$ cat src/rtl/fxp_div_pkg.sv
// Shared state type and sizing helpers for the fixed-point divider.
package fxp_div_pkg;

    typedef enum logic [1:0] {
        IDLE,
        CALC,
        FINAL,
        DONE
    } state_t;

    function automatic int unsigned calc_nw(input int unsigned d_width, input int unsigned q_bits);
        return d_width + q_bits;
    endfunction

    function automatic int unsigned calc_cw(input int unsigned nw);
        return $clog2(nw);
    endfunction

endpackage

$ cat src/rtl/fxp_div_step.sv
// One restoring-division step: shift in a numerator bit, subtract the divisor if it fits.
module fxp_div_step
    import fxp_div_pkg::*;
#(
    parameter int unsigned W = 32
) (
    input  logic [W:0]   rem_i,
    input  logic         num_bit_i,
    input  logic [W-1:0] dmag_i,
    output logic [W:0]   rem_o,
    output logic         q_bit_o
);

    logic [W+1:0] trial;
    logic [W+1:0] dext;

    always_comb begin
        trial   = {rem_i, num_bit_i};
        dext    = {2'b00, dmag_i};
        q_bit_o = (trial >= dext);
        // The remainder stays below the divisor, so the top bit is always zero.
        rem_o   = q_bit_o ? (W+1)'(trial - dext) : (W+1)'(trial);
    end

endmodule

$ cat src/rtl/fxp_divider.sv
// Handshaked signed fixed-point divider, one quotient bit per cycle.
// Define FXP_DIVIDE_SAT_EN to clamp out-of-range quotients and report overflow.
module fxp_divider
    import fxp_div_pkg::*;
#(
    parameter int unsigned Q_BITS    = 10,
    parameter int unsigned D_WIDTH   = 32,
    parameter int unsigned TAG_WIDTH = 8,
    parameter int unsigned ROUND     = 1
) (
    input  logic                 clock,
    input  logic                 reset,
    input  logic                 in_valid,
    output logic                 in_ready,
    input  logic [D_WIDTH-1:0]   dividend,
    input  logic [D_WIDTH-1:0]   divisor,
    input  logic [TAG_WIDTH-1:0] tag_in,
    output logic                 out_valid,
    input  logic                 out_ready,
    output logic [D_WIDTH-1:0]   quotient,
    output logic [TAG_WIDTH-1:0] tag_out,
    output logic                 div_by_zero,
    output logic                 overflow
);

    localparam int unsigned NW = calc_nw(D_WIDTH, Q_BITS);
    localparam int unsigned CW = calc_cw(NW);
    localparam logic [CW-1:0]      LAST    = CW'(NW - 1);
    localparam logic [D_WIDTH-1:0] POS_MAX = {1'b0, {(D_WIDTH-1){1'b1}}};
    localparam logic [D_WIDTH-1:0] NEG_MIN = ~POS_MAX;

    state_t               state_q, state_d;
    logic [CW-1:0]        cnt_q, cnt_d;
    logic [NW-1:0]        num_q, num_d;
    logic [NW-1:0]        qmag_q, qmag_d;
    logic [D_WIDTH:0]     rem_q, rem_d;
    logic [D_WIDTH-1:0]   dmag_q, dmag_d;
    logic                 neg_q, neg_d;
    logic                 dz_q, dz_d;
    logic                 dvd_neg_q, dvd_neg_d;
    logic                 dvd_zero_q, dvd_zero_d;
    logic [TAG_WIDTH-1:0] tag_q, tag_d;
    logic [D_WIDTH-1:0]   quot_q, quot_d;
    logic [TAG_WIDTH-1:0] tag_out_q, tag_out_d;
    logic                 dbz_q, dbz_d;
    logic                 ovf_q, ovf_d;

    logic [D_WIDTH-1:0]   dvd_mag;
    logic [D_WIDTH-1:0]   dvs_mag;
    logic [NW-1:0]        num_init;
    logic [D_WIDTH:0]     step_rem;
    logic                 step_q;

    fxp_div_step #(.W(D_WIDTH)) u_step (
        .rem_i     (rem_q),
        .num_bit_i (num_q[NW-1]),
        .dmag_i    (dmag_q),
        .rem_o     (step_rem),
        .q_bit_o   (step_q)
    );

    always_comb begin
        dvd_mag  = dividend[D_WIDTH-1] ? (-dividend) : dividend;
        dvs_mag  = divisor[D_WIDTH-1] ? (-divisor) : divisor;
        num_init = (NW'(dvd_mag) << Q_BITS) + ((ROUND != 0) ? NW'(dvs_mag >> 1) : '0);
    end

    always_comb begin
        state_d    = state_q;
        cnt_d      = cnt_q;
        num_d      = num_q;
        qmag_d     = qmag_q;
        rem_d      = rem_q;
        dmag_d     = dmag_q;
        neg_d      = neg_q;
        dz_d       = dz_q;
        dvd_neg_d  = dvd_neg_q;
        dvd_zero_d = dvd_zero_q;
        tag_d      = tag_q;
        quot_d     = quot_q;
        tag_out_d  = tag_out_q;
        dbz_d      = dbz_q;
        ovf_d      = ovf_q;

        unique case (state_q)
            IDLE: begin
                if (in_valid) begin
                    num_d      = num_init;
                    qmag_d     = '0;
                    rem_d      = '0;
                    dmag_d     = dvs_mag;
                    neg_d      = dividend[D_WIDTH-1] ^ divisor[D_WIDTH-1];
                    dz_d       = (divisor == '0);
                    dvd_neg_d  = dividend[D_WIDTH-1];
                    dvd_zero_d = (dividend == '0);
                    tag_d      = tag_in;
                    // A zero divisor runs only the final step, giving a two-edge latency.
                    cnt_d      = (divisor == '0) ? LAST : '0;
                    state_d    = CALC;
                end
            end
            CALC: begin
                rem_d  = step_rem;
                num_d  = num_q << 1;
                qmag_d = {qmag_q[NW-2:0], step_q};
                cnt_d  = cnt_q + 1'b1;
                if (cnt_q == LAST) begin
                    cnt_d   = '0;
                    state_d = FINAL;
                end
            end
            FINAL: begin
                tag_out_d = tag_q;
                dbz_d     = dz_q;
                ovf_d     = 1'b0;
                if (dz_q) begin
                    quot_d = dvd_zero_q ? '0 : (dvd_neg_q ? NEG_MIN : POS_MAX);
                end else begin
                    quot_d = D_WIDTH'(neg_q ? (-qmag_q) : qmag_q);
`ifdef FXP_DIVIDE_SAT_EN
                    if (qmag_q > (NW'(POS_MAX) + NW'(neg_q))) begin
                        quot_d = neg_q ? NEG_MIN : POS_MAX;
                        ovf_d  = 1'b1;
                    end
`endif
                end
                state_d = DONE;
            end
            DONE: begin
                if (out_ready) begin
                    state_d = IDLE;
                end
            end
            default: state_d = IDLE;
        endcase
    end

    always_ff @(posedge clock) begin
        if (reset) begin
            state_q    <= IDLE;
            cnt_q      <= '0;
            num_q      <= '0;
            qmag_q     <= '0;
            rem_q      <= '0;
            dmag_q     <= '0;
            neg_q      <= 1'b0;
            dz_q       <= 1'b0;
            dvd_neg_q  <= 1'b0;
            dvd_zero_q <= 1'b0;
            tag_q      <= '0;
            quot_q     <= '0;
            tag_out_q  <= '0;
            dbz_q      <= 1'b0;
            ovf_q      <= 1'b0;
        end else begin
            state_q    <= state_d;
            cnt_q      <= cnt_d;
            num_q      <= num_d;
            qmag_q     <= qmag_d;
            rem_q      <= rem_d;
            dmag_q     <= dmag_d;
            neg_q      <= neg_d;
            dz_q       <= dz_d;
            dvd_neg_q  <= dvd_neg_d;
            dvd_zero_q <= dvd_zero_d;
            tag_q      <= tag_d;
            quot_q     <= quot_d;
            tag_out_q  <= tag_out_d;
            dbz_q      <= dbz_d;
            ovf_q      <= ovf_d;
        end
    end

    assign in_ready    = (state_q == IDLE) && !reset;
    assign out_valid   = (state_q == DONE);
    assign quotient    = quot_q;
    assign tag_out     = tag_out_q;
    assign div_by_zero = dbz_q;
    assign overflow    = ovf_q;

endmodule

$ cat config.mk
export PLATFORM = sky130hd
export DESIGN_NAME = fxp_divider
export DESIGN_NICKNAME = d
export VERILOG_FILES = /design/src/rtl/fxp_div_pkg.sv /design/src/rtl/fxp_div_step.sv /design/src/rtl/fxp_divider.sv
export SDC_FILE = /design/constraint.sdc
export NUM_CORES = 1
export LEC_CHECK = 0
export BUFFER_PORTS_ARGS = -buffer_cell sky130_fd_sc_hd__buf_2
export CAP_MARGIN = 10
export CORE_UTILIZATION = 35
export DETAILED_ROUTE_END_ITERATION = 8
export PLACE_DENSITY = 0.57
export SETUP_SLACK_MARGIN = 0.3
export SYNTH_ARGS = -nofsm -noshare
export SYNTH_HDL_FRONTEND = slang
export SYNTH_HIERARCHICAL = 1
export SYNTH_SLANG_ARGS = --single-unit
$ cat constraint.sdc
create_clock -name clock -period 4.7 [get_ports clock]
set_input_delay 0.47 -clock clock [delete_from_list [all_inputs] [get_ports clock]]
set_output_delay 0.47 -clock clock [all_outputs]
set_load 0.02 [all_outputs]
# Word-level counts from Yosys, hierarchy flattened
# Cells that the tools add are included.
# totals
register_bits	200
elab_cells	59
out_inout_bits	44
# classes
reduce_logical	9
n_addsub	6
order_cmp	1
bitwise_logic	1
muxes	21
eq_ne	7
# ops
operator	n
32-bit two-way mux	7
32-bit negation	3
42-bit case mux with 2 select lines	1
33-bit two-way mux	2
33-bit case mux with 2 select lines	1
32-bit zero test	2
32-bit case mux with 2 select lines	1
42-bit by 31-bit adder with 42-bit output	1
42-bit two-way mux	1
34-bit by 32-bit greater-or-equal comparator with 1-bit output	1
33-bit by 32-bit subtractor with 33-bit output	1
6-bit two-way mux	3
6-bit case mux with 2 select lines	1
2-bit case mux with 4 select lines	1
6-bit by 1-bit adder with 6-bit output (second input constant)	1
6-bit == test (second input constant)	1
2-bit two-way mux	3
2-bit == test (second input constant)	2
2-bit != test (second input constant)	2
2-bit AND reduction	2
3-bit AND reduction	1
2-bit by 1-bit == test with 1-bit output (second input constant)	1
2-bit zero test	1
2-bit by 1-bit != test with 1-bit output (second input constant)	1
4 further kinds	4

# Depth between registers and ports, before layout
# depth
word_depth	5
depth_mapped	19
depth_no_buf	18

# By module
# Netlist, hierarchy kept.
# modules_own_cells
mod	cells_per_inst	instances	seq_area_each_um2	area_each_um2
fxp_divider	1341	1	4003.8	10920.5
fxp_div_step	324	1	0.0	2214.6

# Worst setup path after synthesis
# No wires, ideal clock.
# synth_timing
path_kind	input to register
from	input dividend[31]
to	register num_q[31]
setup_time_ns	0.116
required_time_ns	4.584
t_arrival_ns	4.785
path_slack_ns	-0.201
stages	19
cell_sequence	clkbuf_1 clkbuf_1 clkbuf_1 clkbuf_1 buf_1 o31ai_1 xnor2_1 ha_1 or4_1 o211ai_1 o21ai_0 a2111oi_2 o311ai_1 a31o_2 and4_1 buf_2 nor4_1 nor4_1 a31o_2
# synth_via
elab_chain_cells	4
# synth_rtl
element	line	rtl
start: declaration	fxp_divider.sv:15	input logic [D_WIDTH-1:0] dividend,
32-bit two-way mux	fxp_divider.sv:63	dvd_mag = dividend[D_WIDTH-1] ? (-dividend) : dividend;
42-bit by 31-bit adder with 42-bit output	fxp_divider.sv:65	num_init = (NW'(dvd_mag) << Q_BITS) + ((ROUND != 0) ? NW'(dvs_mag >> 1) : '0);
42-bit two-way mux	fxp_divider.sv:87	if (in_valid) begin
42-bit case mux with 2 select lines	fxp_divider.sv:85	unique case (state_q)
end signal: assignment	fxp_divider.sv:158	num_q <= num_d;
end: declaration	fxp_divider.sv:34	logic [NW-1:0] num_q, num_d;
# Every way passes these cells. The select of a mux whose other input is x is not followed.
# A chain may end at the register's enable or synchronous reset.

# Final worst setup path
# layout_timing
from	input divisor[13]
to	register num_q[31]
# layout_via
elab_chain_cells	5
# layout_rtl
element	line	rtl
start: declaration	fxp_divider.sv:16	input logic [D_WIDTH-1:0] divisor,
32-bit negation	fxp_divider.sv:64	dvs_mag = divisor[D_WIDTH-1] ? (-divisor) : divisor;
32-bit two-way mux	fxp_divider.sv:64	
net dvs_mag[17]	fxp_divider.sv:49	logic [D_WIDTH-1:0] dvs_mag;
42-bit by 31-bit adder with 42-bit output	fxp_divider.sv:65	
42-bit two-way mux	fxp_divider.sv:87	
42-bit case mux with 2 select lines	fxp_divider.sv:85	
# The timed path passes the listed nets, and every way through them passes these cells. The select of a mux whose other input is x is not followed.

==> run metrics <==
GRT Total Usage 0.185; Die Area 38300 um2; largest net degree at the start of global routing 93; Sw Pwr 3.03 mW; initial core utilization 0.357; syn_nets 1803; H-Tree Depth 4; area of the mapped netlist 13100 um2; core area between 30000 and 40000 um2; Via density 5.43; vias in the first global route 11.4k; Critical Path AT 4.55 ns; first-pass GRT wire length 58.6 mm; routability cong. 0.909; Reg2Reg Depth 14; outcome completed; Critical-path top delay cell or4_1; Final Instance Area 14900 um2; critical path launch point type input port; quantity of I/O buffers inserted on ports 118; share of cells above drive strength 1 0.158; Detailed Routing Iterations Pass 1 8; Post-synth ARST share 0; via count 12.0k; Hold Vio Cnt, Final 0; Int Pwr approximately 4.1 mW; top cells by area, synth dfxtp_1 (30%), nor2_1 (6.1%), ha_1 (5.7%), xnor2_1 (5.5%), nand2_1 (4.7%); max cap viols 0; pre-CTS WS -0.0991 ns; Synth cell types 92; # rows 70; Gate power share 0.452; Final WS setup 0.548 ns; most frequent cells in the layout nor2_1 (213), dfxtp_1 (200), nand2_1 (163); Sw Share 0.427; WP buf/inv 1; flops & latches, synth 200; top cell type's share of synthesized area 0.305; root buffer cell clkbuf_16; number of fill cells 3859; Crit Reg-Reg Endpoint rem_q[15]$_SDFFE_PP0P_; setup bufs post-CTS 0; P&R area growth vs syn 13.8%; final worst path period share 0.883; leakage between 6 and 7 nW; Clk pwr share 0.224; crit-path cells buf_2 > or3_1 > or4_1 > o21ai_1 > xnor2_1 > ha_1 > or4_1 > o211ai_1 > o21ai_2 > a2111oi_4 > o311ai_2 > a31o_2 > and4_2 > o211a_1 > nor4_1 > a31o_2; Worst R2R Setup Slack 1.03 ns; area occupied by multi-input gates between 8000 and 9000 um2; Synth Flop Type dfxtp_1; most common cell after layout, fill and taps aside nor2_1; number of CTS-inserted buffers 17; Cells after Synth 1665; Die Ht 196 um; Pwr Density 475 nW/um2; hold buffer count at CTS 0; HPWL after DPL approximately 25 mm; hold_sp tag_in[7]; storage element area 4000 um2; clk buf depth 2; worst endpoint required time 5.10 ns; hold path endpoint tag_q[7]$_SDFFE_PP0P_; TritonCTS clock tree yes; DR DRC count 0; RR Startpoint num_q[41]$_SDFFE_PP0P_; crit end category flop; clock transition at the registers of the reported paths 0.08 ns; dpl cell area 14200 um2; final wirelength between 30 and 40 mm; max incr delay on CP 0.45 ns; fin nets 1869; initial antenna violation count 0; kind of critical path input port to flop; Final ANT Viol Nets 0; crit-path max FO 7; fin. max-slew vios 0; Final Core Density 0.406; Starting DRT DRC Count ~650; num ports 120; sequential cell area fraction in the yosys report 0.305; Max Freq between 200 and 250 MHz; grt total ovfl 0; Synth area leader dfxtp_1; worst skew pair latency about 0.46 ns; Ant. Diodes 0; Setup TNS 0 ns; Peak VDD IR 0.000238 V; RSZ-0062 raised after global routing no; worst hold stages 3; sequential share of power 0.324; critical path startpoint divisor[13]; Post-synth EDFFs 0; TritonCTS Sinks 200; min Tclk post-route 4.15 ns; Slew HR 0.303; Least-Margin Pin Slew 1.04 ns; Tightest Hold Check Type input port to flop; Wirelength per Cell ~16 um; power consumption approximately 7.1 mW; Horiz. Die Dim between 150 and 200 um; delay-heaviest family, CP simple AND/OR/NAND/NOR gates; Fin Clk Skew about 0.024 ns; # setup viols final 0; Avg Synthesized Cell Area between 7 and 8 um2; Warnings, synthesis 6
## per-stage QoR
step           hold WS, ns  cells
3_5_place_dp         0.442   2180
4_1_cts              0.233   2211
5_1_grt              0.245   2211
3_3_place_gp         0.436   2180
6_report             0.250   2211
2_1_floorplan        0.427   1665
## cell type report
cell class / count / share of cell area
clock inverter: 14 / 0.0140
inverter: 73 / 0.0183
clock buffer: 17 / 0.0285
timing repair buffer: 154 / 0.0597
multi-input combinational: 1285 / 0.573
sequential: 200 / 0.268
tap: 468 / 0.0392
## repair_timing
action                                 CTS  global route
endpoints found under the hold margin    0             0
setup endpoints to repair                0            14
resized for setup                        0            17
## tightest hold or removal path: cells and delay by family
family | cells | cell delay (ns)
simple gates | 1 | 0.04
compound gates | 1 | 0.05
buf+inv | 1 | 0.10
## sequential cells by signal (all words and copies together), names as in the netlist, 2 cells and up
name      flops
cnt_q         6
dmag_q       32
num_q        42
qmag_q       32
quotient     32
rem_q        33
state_q       2
tag_out       8
tag_q         8
## per-layer routing
| layer | wire, um | track usage | part of all wire |
|---|---|---|---|
| met5 | 0 | 0 | 0 |
| met4 | 597 | 0.0558 | 0.017 |
| met3 | 848 | 0.0210 | 0.024 |
| met2 | 16100 | 0.306 | 0.46 |
| met1 | 17600 | 0.252 | 0.50 |
## cells by family after synthesis
logic type               synth area share
buffers and inverters              0.0543
other                            0.000285
AO/OA/AOI/OAI                       0.262
XOR/XNOR                           0.0983
adder cells (fa/ha/maj)            0.0602
AND/OR/NAND/NOR                     0.202
multiplexers                       0.0177
flip-flops                          0.305
## worst max path at each step
stage	endpoint	cells past startpoint
5_1_grt	num_q[31]$_SDFFE_PP0P_	18
3_5_place_dp	num_q[31]$_SDFFE_PP0P_	18
2_1_floorplan	num_q[31]$_SDFFE_PP0P_	19
3_3_place_gp	num_q[31]$_SDFFE_PP0P_	16
4_1_cts	num_q[31]$_SDFFE_PP0P_	18
6_report	num_q[31]$_SDFFE_PP0P_	16
## cell usage after synthesis, types with 6 or more instances
master	n
and3_1	8
xor2_1	60
o21ai_0	78
o21bai_1	7
nor3_1	52
buf_1	7
a21o_1	38
xnor2_1	83
a221oi_1	7
o211ai_1	10
and2_1	6
or3_1	12
nand2b_1	13
clkbuf_1	92
inv_1	72
nor2_1	213
a31oi_1	8
nand3_1	31
o21ai_1	30
o41ai_1	11
or4_1	17
ha_1	60
o221a_2	26
o31ai_1	21
nand4_1	11
nand2_1	163
a21oi_1	82
a211oi_1	30
dfxtp_1	200
nor2b_1	9
a22oi_1	65
o21a_1	7
nor4_1	12
mux2i_1	15
## power by group through the flow
stage               registers, mW  clock network [mW]  logic (mW)
floorplan                    2.40                   0        2.26
global placement             2.33                   0        3.17
detailed placement           2.34                   0        3.19
CTS                          2.30                1.64        3.21
global route                 2.35                1.70        3.57
finish                       2.30                1.59        3.21
No activity file was read; power rests on OpenSTA's default activity.
